## src/rtl/branch_resolve_ctrl.sv

```systemverilog
// branch_resolve_ctrl
// Branch-resolution controller for the pipelined OTTER.
//   - Holds a table of 2-bit saturating counters (BHT) that fetch reads to
//     predict conditional branches.
//   - In EX, works out the real branch outcome from funct3 and the comparator
//     flags, spots mispredicts, and runs a multi-cycle flush/redirect of IF/ID.
//   - Counts resolved branches and mispredicts.
//
// Ports:
//   CLK, RST           clock and synchronous active-high reset
//   if_pc              fetch PC used for the BHT lookup
//   if_pred_taken      combinational prediction (MSB of the indexed counter)
//   ex_valid           EX stage holds a valid instruction
//   ex_is_branch       EX instruction is a conditional branch
//   ex_funct3          branch funct3
//   ex_pc              PC of the EX instruction (selects the BHT entry to train)
//   ex_pred_taken      prediction that travelled down the pipe with the branch
//   br_eq/br_lt/br_ltu comparator flags (equal, signed less, unsigned less)
//   flush_o            registered squash of IF/ID, FLUSH_CYCLES cycles long
//   redirect_o         registered one-cycle pulse: reload the PC
//   redirect_taken_o   registered redirect source, 1 = target, 0 = ex_pc+4
//   illegal_o          registered one-cycle pulse: funct3 010/011 on a branch
//   branch_cnt         legal branches resolved (wraps)
//   mispred_cnt        mispredicts (wraps)

module branch_resolve_ctrl #(
  parameter int BHT_ENTRIES  = 16,
  parameter int FLUSH_CYCLES = 2
) (
  input  logic        CLK,
  input  logic        RST,
  input  logic [31:0] if_pc,
  output logic        if_pred_taken,
  input  logic        ex_valid,
  input  logic        ex_is_branch,
  input  logic [2:0]  ex_funct3,
  input  logic [31:0] ex_pc,
  input  logic        ex_pred_taken,
  input  logic        br_eq,
  input  logic        br_lt,
  input  logic        br_ltu,
  output logic        flush_o,
  output logic        redirect_o,
  output logic        redirect_taken_o,
  output logic        illegal_o,
  output logic [15:0] branch_cnt,
  output logic [15:0] mispred_cnt
);

  localparam int IDX_W = $clog2(BHT_ENTRIES);

  typedef enum logic {
    IDLE,
    FLUSH
  } state_t;

  state_t             state;
  state_t             state_nxt;
  logic [2:0]         flush_cnt;
  logic [2:0]         flush_cnt_nxt;
  logic               redirect_nxt;
  logic               redirect_taken_nxt;
  logic               illegal_nxt;

  logic [1:0]         bht [BHT_ENTRIES];
  logic [1:0]         bht_cur;
  logic [1:0]         bht_nxt;
  logic [IDX_W-1:0]   if_idx;
  logic [IDX_W-1:0]   ex_idx;

  logic               resolve;
  logic               legal;
  logic               taken;
  logic               legal_resolve;
  logic               mispredict;

  // PC bits outside the word-aligned index field play no part in prediction.
  logic               unused_pc_bits;
  assign unused_pc_bits = ^{if_pc[31:IDX_W+2], if_pc[1:0],
                            ex_pc[31:IDX_W+2], ex_pc[1:0]};

  assign if_idx = if_pc[IDX_W+1:2];
  assign ex_idx = ex_pc[IDX_W+1:2];

  // Lookup reads the stored counter directly, so a same-cycle update to the
  // same entry is only visible from the next cycle on.
  assign if_pred_taken = bht[if_idx][1];

  // Branches arriving while a flush is running are on the wrong path and are
  // dropped completely.
  assign resolve = ex_valid & ex_is_branch & (state == IDLE);

  // Actual outcome from funct3. 010/011 are not valid branch encodings: they
  // resolve as not-taken but must not train the BHT or count as branches.
  always_comb begin
    taken = 1'b0;
    legal = 1'b1;
    case (ex_funct3)
      3'b000:  taken = br_eq;
      3'b001:  taken = ~br_eq;
      3'b100:  taken = br_lt;
      3'b101:  taken = ~br_lt;
      3'b110:  taken = br_ltu;
      3'b111:  taken = ~br_ltu;
      default: legal = 1'b0;
    endcase
  end

  assign legal_resolve = resolve & legal;
  assign mispredict    = legal_resolve & (taken != ex_pred_taken);

  // Saturating 2-bit counter step for the entry being trained.
  always_comb begin
    bht_cur = bht[ex_idx];
    bht_nxt = bht_cur;
    if (taken) begin
      if (bht_cur != 2'b11) bht_nxt = bht_cur + 2'd1;
    end else begin
      if (bht_cur != 2'b00) bht_nxt = bht_cur - 2'd1;
    end
  end

  always_ff @(posedge CLK) begin
    if (RST) begin
      for (int i = 0; i < BHT_ENTRIES; i++) bht[i] <= 2'b01;
    end else if (legal_resolve) begin
      bht[ex_idx] <= bht_nxt;
    end
  end

  // Next-state logic. flush_cnt is loaded with FLUSH_CYCLES-1 on entry and
  // FLUSH is left on the cycle it reads 0, giving exactly FLUSH_CYCLES
  // flush cycles. The redirect source is held between redirects.
  always_comb begin
    state_nxt          = state;
    flush_cnt_nxt      = flush_cnt;
    redirect_nxt       = 1'b0;
    redirect_taken_nxt = redirect_taken_o;
    illegal_nxt        = 1'b0;
    case (state)
      IDLE: begin
        if (resolve && !legal) illegal_nxt = 1'b1;
        if (mispredict) begin
          state_nxt          = FLUSH;
          flush_cnt_nxt      = 3'(FLUSH_CYCLES - 1);
          redirect_nxt       = 1'b1;
          redirect_taken_nxt = taken;
        end
      end
      FLUSH: begin
        if (flush_cnt == 3'd0) state_nxt = IDLE;
        else                   flush_cnt_nxt = flush_cnt - 3'd1;
      end
      default: state_nxt = IDLE;
    endcase
  end

  always_ff @(posedge CLK) begin
    if (RST) begin
      state            <= IDLE;
      flush_cnt        <= 3'd0;
      flush_o          <= 1'b0;
      redirect_o       <= 1'b0;
      redirect_taken_o <= 1'b0;
      illegal_o        <= 1'b0;
    end else begin
      state            <= state_nxt;
      flush_cnt        <= flush_cnt_nxt;
      flush_o          <= (state_nxt == FLUSH);
      redirect_o       <= redirect_nxt;
      redirect_taken_o <= redirect_taken_nxt;
      illegal_o        <= illegal_nxt;
    end
  end

  // Statistics counters wrap naturally at 16 bits.
  always_ff @(posedge CLK) begin
    if (RST) begin
      branch_cnt  <= 16'd0;
      mispred_cnt <= 16'd0;
    end else begin
      if (legal_resolve) branch_cnt  <= branch_cnt + 16'd1;
      if (mispredict)    mispred_cnt <= mispred_cnt + 16'd1;
    end
  end

endmodule

```

## config.mk

```make
export PLATFORM = sky130hd
export DESIGN_NAME = branch_resolve_ctrl
export DESIGN_NICKNAME = d
export VERILOG_FILES = /design/src/rtl/branch_resolve_ctrl.sv
export SDC_FILE = /design/constraint.sdc
export NUM_CORES = 1
export LEC_CHECK = 0
export BUFFER_PORTS_ARGS = -buffer_cell sky130_fd_sc_hd__buf_2
export CAP_MARGIN = 0
export CORE_MARGIN = 4
export CORE_UTILIZATION = 46
export CTS_CLUSTER_DIAMETER = 100
export CTS_CLUSTER_SIZE = 16
export DETAILED_ROUTE_END_ITERATION = 10
export GPL_TIMING_DRIVEN = 0
export PLACE_DENSITY = 0.77
export SYNTH_ARGS = -nofsm -noshare
export SYNTH_HDL_FRONTEND = slang
export SYNTH_SLANG_ARGS = --single-unit
```

## constraint.sdc

```tcl
create_clock -name CLK -period 2.1 [get_ports CLK]
set_input_delay 0.21 -clock CLK [delete_from_list [all_inputs] [get_ports CLK]]
set_output_delay 0.21 -clock CLK [all_outputs]
set_load 0.02 [all_outputs]
```

# After elaboration in Yosys (flattened, before gate mapping)
# Memory sizes are Yosys's and may differ from the RTL's.
# Index checks and enable logic that the tools add are counted.
[word_totals]
reg_bits = 39
ramBits = 32
memories = 1
[memory_table]
columns = ["memory", "words", "word_bits", "rd", "rd_clocked_by_memory_dff", "write_ports", "line", "source"]
rows = [
  ["bht", 16, 2, 2, 0, 16, "65", "logic [1:0] bht [BHT_ENTRIES];"],
]
[classes]
add_sub_neg = 5
n_eq_ne = 9
muxes = 20
n_bitwise = 8
n_reduce_logical = 10
[ops]
columns = ["operator", "count"]
rows = [
  ["adder 16 x 1 -> 16 bit, second input constant", 2],
  ["== test 3 bit, second input constant", 4],
  ["two-way mux 1 bit", 10],
  ["two-way mux 2 bit", 4],
  ["logical NOT 3 bit", 2],
  ["two-way mux 3 bit", 2],
  ["!= test 2 bit, second input constant", 3],
  ["case mux 1 bit (6 select lines)", 1],
  ["case mux 3 bit (2 select lines)", 1],
  ["OR reduction 6 bit", 1],
  ["bitwise AND 1 bit", 4],
  ["two-way mux 4 bit", 1],
  ["NOT 1 bit", 4],
  ["AND reduction 2 bit", 2],
  ["OR reduction 2 bit", 2],
  ["== test 3 x 1 -> 1 bit, second input constant", 1],
  ["subtractor 3 x 1 -> 3 bit, second input constant", 1],
  ["adder 2 x 1 -> 2 bit, second input constant", 1],
  ["case mux 1 bit (2 select lines)", 1],
  ["nonzero test 2 bit", 1],
  ["subtractor 2 x 1 -> 2 bit, second input constant", 1],
  ["logical AND 1 bit", 1],
  ["logical NOT 1 bit", 1],
  ["!= test 1 bit", 1],
]

# Logic depth before layout (Yosys ltp)
# Gate-level depths: netlist (run 1).
[depth]
word_depth = 9
ltp_mapped = 7
mapped_depth_nobuf = 6

# Least setup slack after synthesis (run 1)
# Ideal clock, no wire load.
[synth_timing]
kind = "register to register"
from = "memory bht[11][0]"
to = "memory bht[10][1], data pin"
arrival_time_ns = 1.806
path_slack_ns = 0.038
stages_incl_launch_ff = 7
path_buffers = 1
cell_sequence = "edfxtp_1 > mux4_2 > a22o_1 > a221oi_1 > maj3_1 > buf_2 > nor2_1"
[synth_rtl]
columns = ["item", "line"]
rows = [
  ["start, declared", "65"],
]

==> flow_results.org, run 1 <==
** Outcome
- The run finished, with violations left.
- The checks that failed: setup timing.

** Synthesis
- The commonest cells after synthesis are sky130_fd_sc_hd__dfxtp_1 (39), sky130_fd_sc_hd__nor2_1 (37), sky130_fd_sc_hd__edfxtp_1 (32), sky130_fd_sc_hd__nand2_1 (30), sky130_fd_sc_hd__nand3_1 (26).
- Number of flops mapped to enable cells by yosys :: 32
- In the post-synthesis netlist, the cell with the most instances is sky130_fd_sc_hd__dfxtp_1.
- The share of the Yosys chip area taken by registers is 47.9%.
- Post-synthesis cell type with the largest combined area :: sky130_fd_sc_hd__edfxtp_1
- The netlist uses 48 different library cells.
- For this run, the leading register cell type out of synthesis is sky130_fd_sc_hd__dfxtp_1.
- Cell area after technology mapping :: 3640 um2
- Synthesis inferred 71 register bits.
- After synthesis, the share of flip-flops with an asynchronous set or reset is 0%.
- Sorting the synthesized cells by area gives the leading types as sky130_fd_sc_hd__edfxtp_1 (26%), sky130_fd_sc_hd__dfxtp_1 (21%), sky130_fd_sc_hd__mux4_2 (8.0%), sky130_fd_sc_hd__nor2_1 (3.8%), sky130_fd_sc_hd__nand3_1 (3.6%).
- Synthesis produced a netlist with a net count of 434.
- In the synthesized netlist, the number of instances is 355.
- A synthesized cell averages 10.2 um2.
- During synthesis, Yosys emitted a total of 0 warnings.
- The synthesized design devotes to its leading area cell type 26.4% of total area.

** Power and ir drop
- Pwr Total :: 3.05 mW
- IR drop worst, VDD :: 374 uV
- Dividing total power by cell area gives a power density of 686 nW/um2.
- Static Leakage :: 1.56 nW

** CTS
- Clock transition at the registers of the reported paths :: 0.08 ns
- The number of clock buffers added by TritonCTS is 9.
- Buffers inserted to repair hold after CTS numbered 0.
- CTS built an H-tree with a depth of 3.
- For this design, the sink count on the clock tree is 71.
- Deepest clock path buffer count :: 2
- CTS placed an instance of sky130_fd_sc_hd__clkbuf_8 at the clock tree root.
- Skew-Pair Late Insertion Delay :: 0.34 ns
- Clock tree from TritonCTS :: built

** Die
- The die is 96.9 um tall.
- The floorplan step defined a core boundary enclosing 7730 um2.
- In this run the core area contains 32 standard-cell rows.
- Effective utilization at floorplan :: 47.1%
- In this run the horizontal extent of the chip is 96.9 um.
- Top-level port count :: 112
- Die area :: 9390 um2

** Drt
- Summed over all layers, the routed wires come to 9.03 mm.
- Detailed-routing iteration count for the pre-antenna-repair pass :: 5
- After detailed routing, the number of vias per cell comes to 5.77.
- Routed length per instance :: 16.8 um
- Once detail routing completed, the nets flagged for antenna violations numbered 0.
- Across all layers, the routed design uses 3,099 vias.
- Residual DRC :: 0
- After the first detailed-routing iteration, the DRC count stood at 169.

** Critical path
- STA puts the critical path data arrival time at 2.40 ns.
- The setup path with the least slack is of type register to register.
- STA classifies the critical path startpoint as a register.
- Along the worst path, the maximum fanout reaches 5.
- For the worst setup path, the data required time is 2.30 ns.
- The worst setup path is captured at a register.

** Finish
- Fillers :: 653
- Relative to the synthesized area, the layout overhead comes to 22.3%.
- At the end of the flow, the number of nets in the layout was 509.
- Fraction of layout instances using a drive strength above 1 :: 27.1%
- Number of antenna diodes :: 0
- In the final layout, the multi-input gates occupy 1870 um2.
- Area taken by flip-flops and latches :: 1740 um2
- Final standard cell count with taps included and fillers excluded :: 537

** Placed design
- Placed cell count :: 512
- Detailed placement ended at an HPWL of 6.26 mm.
- At the end of routability-driven placement, the weighted congestion stood at 0.820.
- Port buffering added 55 buffers.

** STA
- The hold violation total from the final report came to 0.
- Hold slack final :: 0.210 ns
- Final Skew :: 0.00594 ns
- Headroom to the max-slew limit came out at 55.7%.
- Setup repair after global routing missed its margin :: true
- For the pin with the worst max-slew slack, the measured transition is 0.662 ns.
- Final setup violation count :: 31
- Setup TNS after final layout :: -1.67 ns
- Peak clock frequency supported by timing :: 0.455 GHz
- Final Max Slew Viols :: 0
- Setup slack on the critical path of the routed design comes to -0.0967 ns.
- For the finished layout, the period the worst path requires is 2.20 ns.
- Final critical-path share of the clock period :: 105%

** Global route
- Via count of the first global-routing pass :: 3,065
- The first global-routing pass estimated 14.9 mm of wire.
- Global router's overall resource usage :: 19.5%
- Entering global routing, the biggest net connects 13 pins.
- Global route total overflow :: 0
- Number of antenna violations at the first check in global routing :: 0

** Hold path
- The worst hold path belongs to the class primary input to register.

** Flow run
- The tool flagged a number of max-cap violations equal to 0.
==> worst paths after layout <==
path / from / endpoint / slack [ns] / depth (start not counted)
max: bht[9][0] / bht[9][0] / -0.1 / 6
min: ex_pred_taken / redirect_taken_o / 0.21 / 3
max reg2reg: bht[9][0] / bht[9][0] / -0.1 / 6
min reg2reg: branch_cnt[15] / branch_cnt[15] / 0.49 / 2
==> state kept, by name, indices dropped and copies added (netlist names) <==
register          flops
redirect_taken_o      1
branch_cnt           16
bht                  32
flush_cnt             3
illegal_o             1
state                 1
redirect_o            1
mispred_cnt          16
==> cell families after synthesis <==
group | synth area share [%]
AO/OA/AOI/OAI | 9.05
AND/OR/NAND/NOR | 25.0
buffers and inverters | 3.06
adder cells (fa/ha/maj) | 1.96
XOR/XNOR | 3.51
flip-flops | 47.9
multiplexers | 9.49
==> metal layers <==
metal	GRT usage, %	up-vias	routed length, um
met4	6.70	0	105
met2	32.4	124	4520
met3	4.61	13	569
li1	-	1477	-
met5	0	-	0
met1	25.0	1485	3830
==> power breakdown <==
group / internal [mW] / switching (mW) / leakage [nW]
Clock: 0.673 / 0.530 / 0.104
Sequential: 1.46 / 0.0150 / 0.592
Combinational: 0.154 / 0.220 / 0.868
==> layout by cell type (no fill, tap or decap), types with 2 or more instances in the layout <==
cell type / n
sky130_fd_sc_hd__nor4_1: 3
sky130_fd_sc_hd__o31ai_1: 12
sky130_fd_sc_hd__nor2b_1: 7
sky130_fd_sc_hd__a21oi_1: 19
sky130_fd_sc_hd__buf_2: 55
sky130_fd_sc_hd__buf_6: 7
sky130_fd_sc_hd__buf_4: 6
sky130_fd_sc_hd__nor2_1: 35
sky130_fd_sc_hd__xor2_1: 4
sky130_fd_sc_hd__dfxtp_1: 39
sky130_fd_sc_hd__nand2_1: 30
sky130_fd_sc_hd__or4_1: 12
sky130_fd_sc_hd__and3_1: 3
sky130_fd_sc_hd__o32ai_1: 2
sky130_fd_sc_hd__a22o_1: 2
sky130_fd_sc_hd__bufinv_16: 2
sky130_fd_sc_hd__clkbuf_2: 2
sky130_fd_sc_hd__mux2i_1: 3
sky130_fd_sc_hd__maj3_2: 2
sky130_fd_sc_hd__nand4_1: 9
sky130_fd_sc_hd__edfxtp_1: 32
sky130_fd_sc_hd__inv_1: 8
sky130_fd_sc_hd__xnor2_1: 8
sky130_fd_sc_hd__or3_1: 4
sky130_fd_sc_hd__nand2b_1: 20
sky130_fd_sc_hd__nand3_1: 21
sky130_fd_sc_hd__mux4_2: 13
sky130_fd_sc_hd__and4_1: 3
sky130_fd_sc_hd__nor3_1: 7
sky130_fd_sc_hd__o21ai_0: 5
sky130_fd_sc_hd__or2_2: 2
sky130_fd_sc_hd__nor2_4: 2
sky130_fd_sc_hd__ha_1: 4
sky130_fd_sc_hd__nand3_2: 5
sky130_fd_sc_hd__nor3b_4: 2
sky130_fd_sc_hd__clkbuf_8: 9
sky130_fd_sc_hd__clkbuf_1: 12
sky130_fd_sc_hd__mux2_2: 2
==> worst max-delay path, stage by stage (launching register included) <==
cell and delay [ns]:
sky130_fd_sc_hd__edfxtp_1 0.38, sky130_fd_sc_hd__mux4_2 0.47, sky130_fd_sc_hd__a22o_4 0.29, sky130_fd_sc_hd__a221o_1 0.27, sky130_fd_sc_hd__maj3_2 0.39, sky130_fd_sc_hd__buf_4 0.18
sky130_fd_sc_hd__nand3_1 0.08
==> metrics by stage <==
step | util [%] | worst slack, ns | cell area [um2]
after floorplan | - | 0.0381 | 3640
after global placement | 52.3 | -0.350 | 4040
after detailed placement | 52.3 | -0.416 | 4040
after CTS | 56.0 | -0.0663 | 4330
after global routing | 57.6 | -0.155 | 4450
final | 57.6 | -0.0967 | 4450
==> timing repair <==
item                       in CTS  in global routing
cloned                          0                  2
pin swaps                       2                  6
buffers inserted                3                  5
setup endpoints to repair      59                 74
resized for setup              13                 17
==> layout make-up <==
cell class	instances	area share, %
Inverter	8	0.675
Clock buffer	11	2.95
Clock inverter	5	1.83
Buffer	16	1.94
Multi-Input combinational cell	259	42.0
Tap cell	102	2.87
Timing Repair Buffer	65	8.55
Sequential cell	71	39.2
No activity file was read; power rests on OpenSTA's default activity.
==> run 2: changes to the inputs <==
Settings changed: ABC_AREA set to 1, CORE_UTILIZATION 46 to 47.
==> run 2 against run 1 <==
Net effect: register-to-register slack improved by 0.28 ns; critical path type unchanged; maximum frequency grew 14%; largest power group unchanged; wire length rose by 8.9%; count of clock-buffer cells in the layout shrank 1; the flow now finishes without violations; clock power grew 18%; die area grew 4.5%.
==> flow_results.org, run 2 <==
** STA
- Setup TNS after final layout :: 0 ns (+1.67 ns)
- Peak clock frequency supported by timing :: 0.521 GHz (+14%)
- The final setup violation count came to 0 (-100%).
- The time the worst path needs with I/O delays and setup was 1.92 ns (-0.276 ns).
- Final Skew :: 0.00833 ns (+0.00239 ns)
- The final cycle utilization of the critical path came to 91.4% (-13 points).
- The hold violation total from the final report is 0 (unchanged).
- Final Max Slew Viols :: 0 (unchanged)
- Max-slew headroom at the worst pin :: 64.7% (+9.0 points)
- The measured slew at the worst slew-check pin is 0.529 ns (-0.132 ns).
- Post-route setup slack :: 0.180 ns (+0.276 ns)
- Setup repair after global routing missed its margin :: false

** Die
- Standard-cell row count :: 32 (unchanged)
- The die extent in y came to 99.1 um (+2.2%).
- The floorplan die width came to 99.1 um (+2.2%).
- Core ar. :: 7890 um2 (+2.1%)
- Die area :: 9810 um2 (+4.5%)
- The I/O pin count is 112 (unchanged).
- Effective utilization at floorplan :: 49.4% (+2.3 points)

** Synthesis
- Fraction of registers with async set or reset after synthesis :: 0% (unchanged)
- The number of flip-flops and latches in the synthesized netlist is 71 (unchanged).
- Among all flip-flop cells after synthesis, the most frequent one is sky130_fd_sc_hd__dfxtp_1.
- Cell area after technology mapping :: 3900 um2 (+7.2%)
- Mean instance size in the synthesized netlist :: 7.16 um2 (-30%)
- Dominant cell by count in the synthesized netlist :: sky130_fd_sc_hd__nand2_1
- The unique cell type count in the Yosys netlist came to 32 (-33%).
- Number of flops mapped to enable cells by yosys :: 32 (unchanged)
- Area fraction of the dominant cell type after synthesis :: 24.7% (-1.8 points)
- Gate count after technology mapping :: 544 (+53%)
- Most common library cells after synthesis :: sky130_fd_sc_hd__nand2_1 (148), sky130_fd_sc_hd__inv_1 (68), sky130_fd_sc_hd__nor2_1 (68), sky130_fd_sc_hd__nand3_1 (45), sky130_fd_sc_hd__dfxtp_1 (39)
- The total of warnings raised by yosys was 0 (unchanged).
- Post-synthesis cell type with the largest combined area :: sky130_fd_sc_hd__edfxtp_1
- Top cells by area in the synthesized netlist :: sky130_fd_sc_hd__edfxtp_1 (25%), sky130_fd_sc_hd__dfxtp_1 (20%), sky130_fd_sc_hd__nand2_1 (14%), sky130_fd_sc_hd__inv_1 (6.5%), sky130_fd_sc_hd__nor2_1 (6.5%)
- Sequential area share after synthesis :: 44.7% (-3.2 points)
- Net count after synthesis :: 623 (+44%)

** Global route
- The initial antenna violation count came to 0 (unchanged).
- Global router's overall resource usage :: 20.3% (+0.74 points)
- The total congestion overflow after global routing was 0 (unchanged).
- Pin count of the biggest net entering global routing :: 13 (unchanged)
- The global-route wire length before repair was 16.3 mm (+9.0%).
- The via count of the first global-routing pass is 3,596 (+17%).

** CTS
- Number of gates given a new drive strength after cts :: 0 (-13)
- The clock transition at the registers of the reported paths is 0.07 ns (about the same).
- The number of clock sinks seen by CTS came to 71 (unchanged).
- The maximum buffer depth of the clock tree came to 2 (unchanged).
- The clock buffer count from CTS came to 9 (unchanged).
- Root buf cell :: sky130_fd_sc_hd__clkbuf_8
- The quantity of hold-fixing buffers added after cts is 0 (unchanged).
- Clock tree from TritonCTS :: built
- Post-CTS Repair Setup Buffers :: 0 (-3)
- The latest clock arrival within the worst-skew pair is 0.34 ns (about the same).
- Number of levels the H-tree was split into :: 3 (unchanged)

** Placed design
- Global placement routability congestion :: 0.919 (+12%)
- The placed standard-cell area came to 4300 um2 (+6.3%).
- Count of buffers from port buffering :: 54 (-1.8%)
- Setup WS pre-CTS :: -0.0115 ns (+0.405 ns)
- The detailed placer's ending HPWL is 7.25 mm (+16%).

** Flow run
- The number of max-cap violations came to 0 (unchanged).

** Power and ir drop
- The cell leakage power was 1.89 nW (+21%).
- Pwr Density :: 709 nW/um2 (+3.3%)
- IR drop worst, VDD :: 390 uV (+4.4%)

** Finish
- Compared with the post-synthesis result, the final layout area differs by 16.9%.
- The number of flip-flops under the largest register name came to 32 (unchanged).
- Finished Cell Area :: 4560 um2 (+2.4%)
- Number of antenna diodes :: 0 (unchanged)
- The total area of multi-input combinational cells came to 1820 um2 (-2.9%).
- The largest registers in the layout are bht (32), branch_cnt (16), mispred_cnt (16).
- Most common cell after layout, fill and taps aside :: sky130_fd_sc_hd__nand2_1
- Fraction of layout instances using a drive strength above 1 :: 13.7% (-13 points)
- Fillers :: 733 (+12%)
- The post-layout net count was 688 (+35%).
- In the layout the commonest cells are sky130_fd_sc_hd__nand2_1 (148), sky130_fd_sc_hd__inv_1 (68), sky130_fd_sc_hd__nor2_1 (68).
- The total area of sequential cells is 1740 um2 (unchanged).
- bht holds more flip-flops than any other register.

** Hold path
- Classification of the worst-slack hold path :: primary input to register
- Hold wc startpoint :: ex_valid

** Critical path
- The data arrival at the endpoint of the critical path was 1.96 ns (-0.44 ns).
- STA classifies the critical path endpoint as a register.
- Crit. Startpoint :: state
- Worst-path maximum fanout :: 6 (+1)
- The worst setup path is launched from a register.
- Type of the worst setup path :: register to register
- In this run the critical register-to-register path is launched from state.
- Req. time, crit path :: 2.14 ns (-0.16 ns)

** Drt
- The number of nets still failing antenna checks after routing was 0 (unchanged).
- Starting DRC count in detailed routing :: 272 (+61%)
- Vias/cell :: 5.36 (-7.2%)
- The wire length per cell after detailed routing was 13.7 um (-18%).
- The total detailed-routing wirelength came to 9.83 mm (+8.9%).
- Count of vias placed by the detailed router :: 3,836 (+24%)
- Detailed-routing iteration count for the pre-antenna-repair pass :: 5 (unchanged)
- Residual DRC :: 0 (unchanged)

** Outcome
- Run status :: complete, no violations
==> run 2: changes by cell type in the layout (fill, tap and decap cells not counted), sizes merged, moves of 7 or more <==
cell    previous run  this run
nand2             30       151
nand2b            20         0
mux4              13         0
nor2              37        69
a21oi             19        34
o21ai              6        32
nor2b              7         0
nand3             26        45
inv                9        69
nand4              9        23
o31ai             12         0
buf               69        61
or4               12         0
==> run 2: worst paths after layout <==
check | end | slack (ns) | depth (start not counted)
worst min register to register | flush_cnt[2] | 0.48 | 2
worst min-delay path | illegal_o | 0.19 | 3
worst max register to register | bht[5][0] | 0.18 | 7
worst max-delay path | bht[5][0] | 0.18 | 7
==> run 2: worst max-delay path, stage by stage (launching register included) <==
cell and delay [ns]:
sky130_fd_sc_hd__dfxtp_1 0.32, sky130_fd_sc_hd__inv_1 0.09, sky130_fd_sc_hd__nand4_1 0.25, sky130_fd_sc_hd__nor2_1 0.42, sky130_fd_sc_hd__nand2_1 0.20, sky130_fd_sc_hd__nor2_1 0.17
sky130_fd_sc_hd__inv_1 0.07, sky130_fd_sc_hd__nand2_1 0.10
==> run 2: layout make-up <==
class,count,share of cell area [%]
buffer,16,1.79
clock buffer,10,2.80
clock inverter,6,2.91
inverter,69,5.69
multi-input combinational,388,39.9
sequential,71,38.2
tap,102,2.80
timing repair buffer,54,5.93
==> run 2: cell families after synthesis <==
family                   share of synthesized area (%)
AND/OR/NAND/NOR                                   33.0
buffers and inverters                             8.73
AO/OA/AOI/OAI                                     9.98
flip-flops                                        44.7
XOR/XNOR                                          2.02
adder cells (fa/ha/maj)                           1.28
multiplexers                                     0.257
==> run 2: metrics by stage <==
step / power [mW] / hold WS [ns] / util, % / cells
floorplan: 1.72 / 0.364 / - / 544
global placement: 1.83 / 0.467 / 54.5 / 700
detailed placement: 1.84 / 0.476 / 54.5 / 700
CTS: 3.24 / 0.174 / 57.8 / 716
global route: 3.35 / 0.205 / 57.8 / 716
finish: 3.23 / 0.186 / 57.8 / 716
==> run 2: power by group <==
part,internal [mW],switching [mW]
Combinational,0.0955,0.239
Clock,0.908,0.511
Sequential,1.46,0.0150
Total,2.47,0.765
==> run 2: layer usage <==
metal / share of wire [%] / track usage (%)
met3: 6.5 / 3.75
met4: 1.6 / 7.35
met2: 47 / 33.2
met5: 0 / 0
met1: 45 / 26.7
==> run 3: changes to the inputs <==
Settings changed: RECOVER_POWER set to 50, TNS_END_PERCENT set to 1.
==> run 3 against run 2 <==
Net effect: wire length decreased by 0.52%; design area decreased by 1.1%; non-clock buffer count unchanged; clock skew decreased by 0.0023 ns; final cell count unchanged; clock power about the same; via count decreased by 0.52%; die area unchanged; hold slack improved by 0.0020 ns; utilization decreased by 0.62 points; sequential share of layout area increased by 0.41 points.
==> flow_results.org, run 3 (same netlist as run 2, synthesis figures left out) <==
** Finish
- Fraction of the core area covered by cells at the end of the flow :: 57.1% (-0.62 points)
- The post-route cell area came to 4510 um2 (-1.1%).
- The number of flip-flops under the largest register name came to 32 (unchanged).
- Relative area change from synthesis to final layout :: 15.6%
- Fillers :: 752 (+2.6%)
- Number of nets in the final layout :: 688 (unchanged)
- Biggest registers after layout :: bht (32), branch_cnt (16), mispred_cnt (16)
- Most common cell after layout, fill and taps aside :: sky130_fd_sc_hd__nand2_1
- Reg with most FFs :: bht
- In the layout the commonest cells are sky130_fd_sc_hd__nand2_1 (148), sky130_fd_sc_hd__inv_1 (68), sky130_fd_sc_hd__nor2_1 (68).
- The number of diodes is 0 (unchanged).
- The fraction of final layout cells sized beyond drive strength 1 was 7.33% (-6.4 points).

** Critical path
- The maximum net fanout on the critical path was 6 (unchanged).
- Type of the worst setup path :: register to register
- STA classifies the critical path endpoint as a register.
- Data arrival time of the worst path :: 1.99 ns (+0.03 ns)
- Startpoint types :: register
- Req. time, crit path :: 2.15 ns (about the same)

** Power and ir drop
- Static Leakage :: 1.72 nW (-8.6%)
- The power per cell area came to 715 nW/um2 (+0.86%).
- IR drop worst, VDD :: 394 uV (+0.97%)

** STA
- The final-report max-slew violation count was 0 (unchanged).
- The final cycle utilization of the critical path came to 92.4% (+0.93 points).
- Setup repair after global routing left no endpoint under its margin.
- Peak clock frequency supported by timing :: 0.516 GHz (-1.0%)
- Final Skew :: 0.00599 ns (-0.00235 ns)
- The post-route setup TNS was 0 ns (unchanged).
- The hold violation total from the final report was 0 (unchanged).
- The final setup violation count was 0 (unchanged).
- The measured slew at the worst slew-check pin came to 0.523 ns (-0.00568 ns).
- The worst-case headroom to the max-slew limit came to 65.0% (+0.25 points).
- The time the worst path needs with I/O delays and setup is 1.94 ns (+0.0194 ns).

** Die
- Die width :: 99.1 um (unchanged)
- Top-level port count :: 112 (unchanged)
- Effective utilization at floorplan :: 49.4% (unchanged)
- Standard-cell row count :: 32 (unchanged)
- The die extent in y was 99.1 um (unchanged).
- Core ar. :: 7890 um2 (unchanged)
- The floorplan die area is 9810 um2 (unchanged).

** Hold path
- Classification of the worst-slack hold path :: primary input to register

** CTS
- Post-CTS Repair Setup Buffers :: 0 (unchanged)
- The number of clock sinks seen by CTS was 71 (unchanged).
- Deepest clock path buffer count :: 2 (unchanged)
- The clock buffer count from CTS came to 9 (unchanged).
- The latest clock arrival within the worst-skew pair was 0.33 ns (about the same).
- Hold Buf Count CTS :: 0 (unchanged)
- Number of gates given a new drive strength after cts :: 0 (unchanged)
- Clock transition at the registers of the reported paths :: 0.07 ns (about the same)
- The number of levels in the clock H-tree was 3 (unchanged).
- CTS placed an instance of sky130_fd_sc_hd__clkbuf_8 at the clock tree root.
- TritonCTS built the clock tree.

** Drt
- Count of vias placed by the detailed router :: 3,816 (-0.52%)
- The number of nets still failing antenna checks after routing was 0 (unchanged).
- Routed length per instance :: 13.7 um (-0.52%)
- The number of iterations in the first detailed-routing pass is 5 (unchanged).
- Starting DRC count in detailed routing :: 266 (-2.2%)
- Residual DRC :: 0 (unchanged)
- The routed via count divided by cell count was 5.33 (-0.52%).
- The total detailed-routing wirelength is 9.78 mm (-0.52%).

** Global route
- Global-route wire length before repair :: 16.3 mm (unchanged)
- The aggregate global-route resource usage was 20.3% (unchanged).
- The total congestion overflow after global routing came to 0 (unchanged).
- Via count of the first global-routing pass :: 3,596 (unchanged)
- Pin count of the biggest net entering global routing :: 13 (unchanged)
- Number of antenna violations at the first check in global routing :: 0 (unchanged)

** Flow run
- The number of max-cap violations is 0 (unchanged).

** Outcome
- The run finished with clean final reports.

** Placed design
- The placed standard-cell area is 4300 um2 (unchanged).
- Global placement routability congestion :: 0.919 (unchanged)
- The quantity of I/O buffers inserted on ports came to 54 (unchanged).
- The detailed placer's ending HPWL is 7.25 mm (unchanged).
-- run 3: changes by cell type in the layout (fill, tap and decap cells not counted), sizes merged --
cell,before,now
buf,61,22
clkbuf,19,58
-- run 3: path summary, 6_finish.rpt --
path | startpoint | to | slack [ns] | cells after the start
worst min register to register | flush_cnt[2] | flush_cnt[2] | 0.48 | 2
worst max register to register | state | bht[9][0] | 0.16 | 7
worst min-delay path | ex_valid | illegal_o | 0.19 | 3
worst max-delay path | state | bht[9][0] | 0.16 | 7
-- run 3: worst max-delay path, stage by stage, from the launching register on --
cell and delay [ns]:
sky130_fd_sc_hd__dfxtp_1 0.33, sky130_fd_sc_hd__inv_1 0.09, sky130_fd_sc_hd__nand4_1 0.25, sky130_fd_sc_hd__nor2_1 0.43, sky130_fd_sc_hd__nand2_1 0.21, sky130_fd_sc_hd__nor2_1 0.18, sky130_fd_sc_hd__inv_1 0.07, sky130_fd_sc_hd__nand2_1 0.09
-- run 3: layout make-up --
cell class | count | area [um2] | share of cell area [%]
Buffer | 16 | 78.8 | 1.75
Clock buffer | 10 | 128 | 2.83
Clock inverter | 6 | 133 | 2.94
Inverter | 69 | 259 | 5.75
Multi-Input combinational cell | 388 | 1820 | 40.3
Sequential cell | 71 | 1740 | 38.6
Tap cell | 102 | 128 | 2.83
Timing Repair Buffer | 54 | 224 | 4.97
-- run 3: power by group --
part / total, mW / internal [mW] / leakage (nW) / switching, mW
combinational: 0.331 / 0.0922 / 1.01 / 0.239
sequential: 1.48 / 1.46 / 0.593 / 0.0152
clock: 1.41 / 0.908 / 0.126 / 0.507
-- run 3: routing by layer --
metal	share of wire, %	track usage (%)	routed length, um
met1	44	26.7	4320
met2	47	33.2	4580
met3	7.4	3.75	721
met4	1.7	7.35	162
met5	0	0	0
-- run 3: per-stage QoR --
stage	hold WS, ns	setup slack (ns)	instances	power [mW]
global placement	0.467	0.0346	700	1.83
global route	0.205	0.0156	716	3.35
floorplan	0.364	0.447	544	1.72
CTS	0.174	0.174	716	3.24
finish	0.188	0.160	716	3.22
detailed placement	0.476	-0.0115	700	1.84
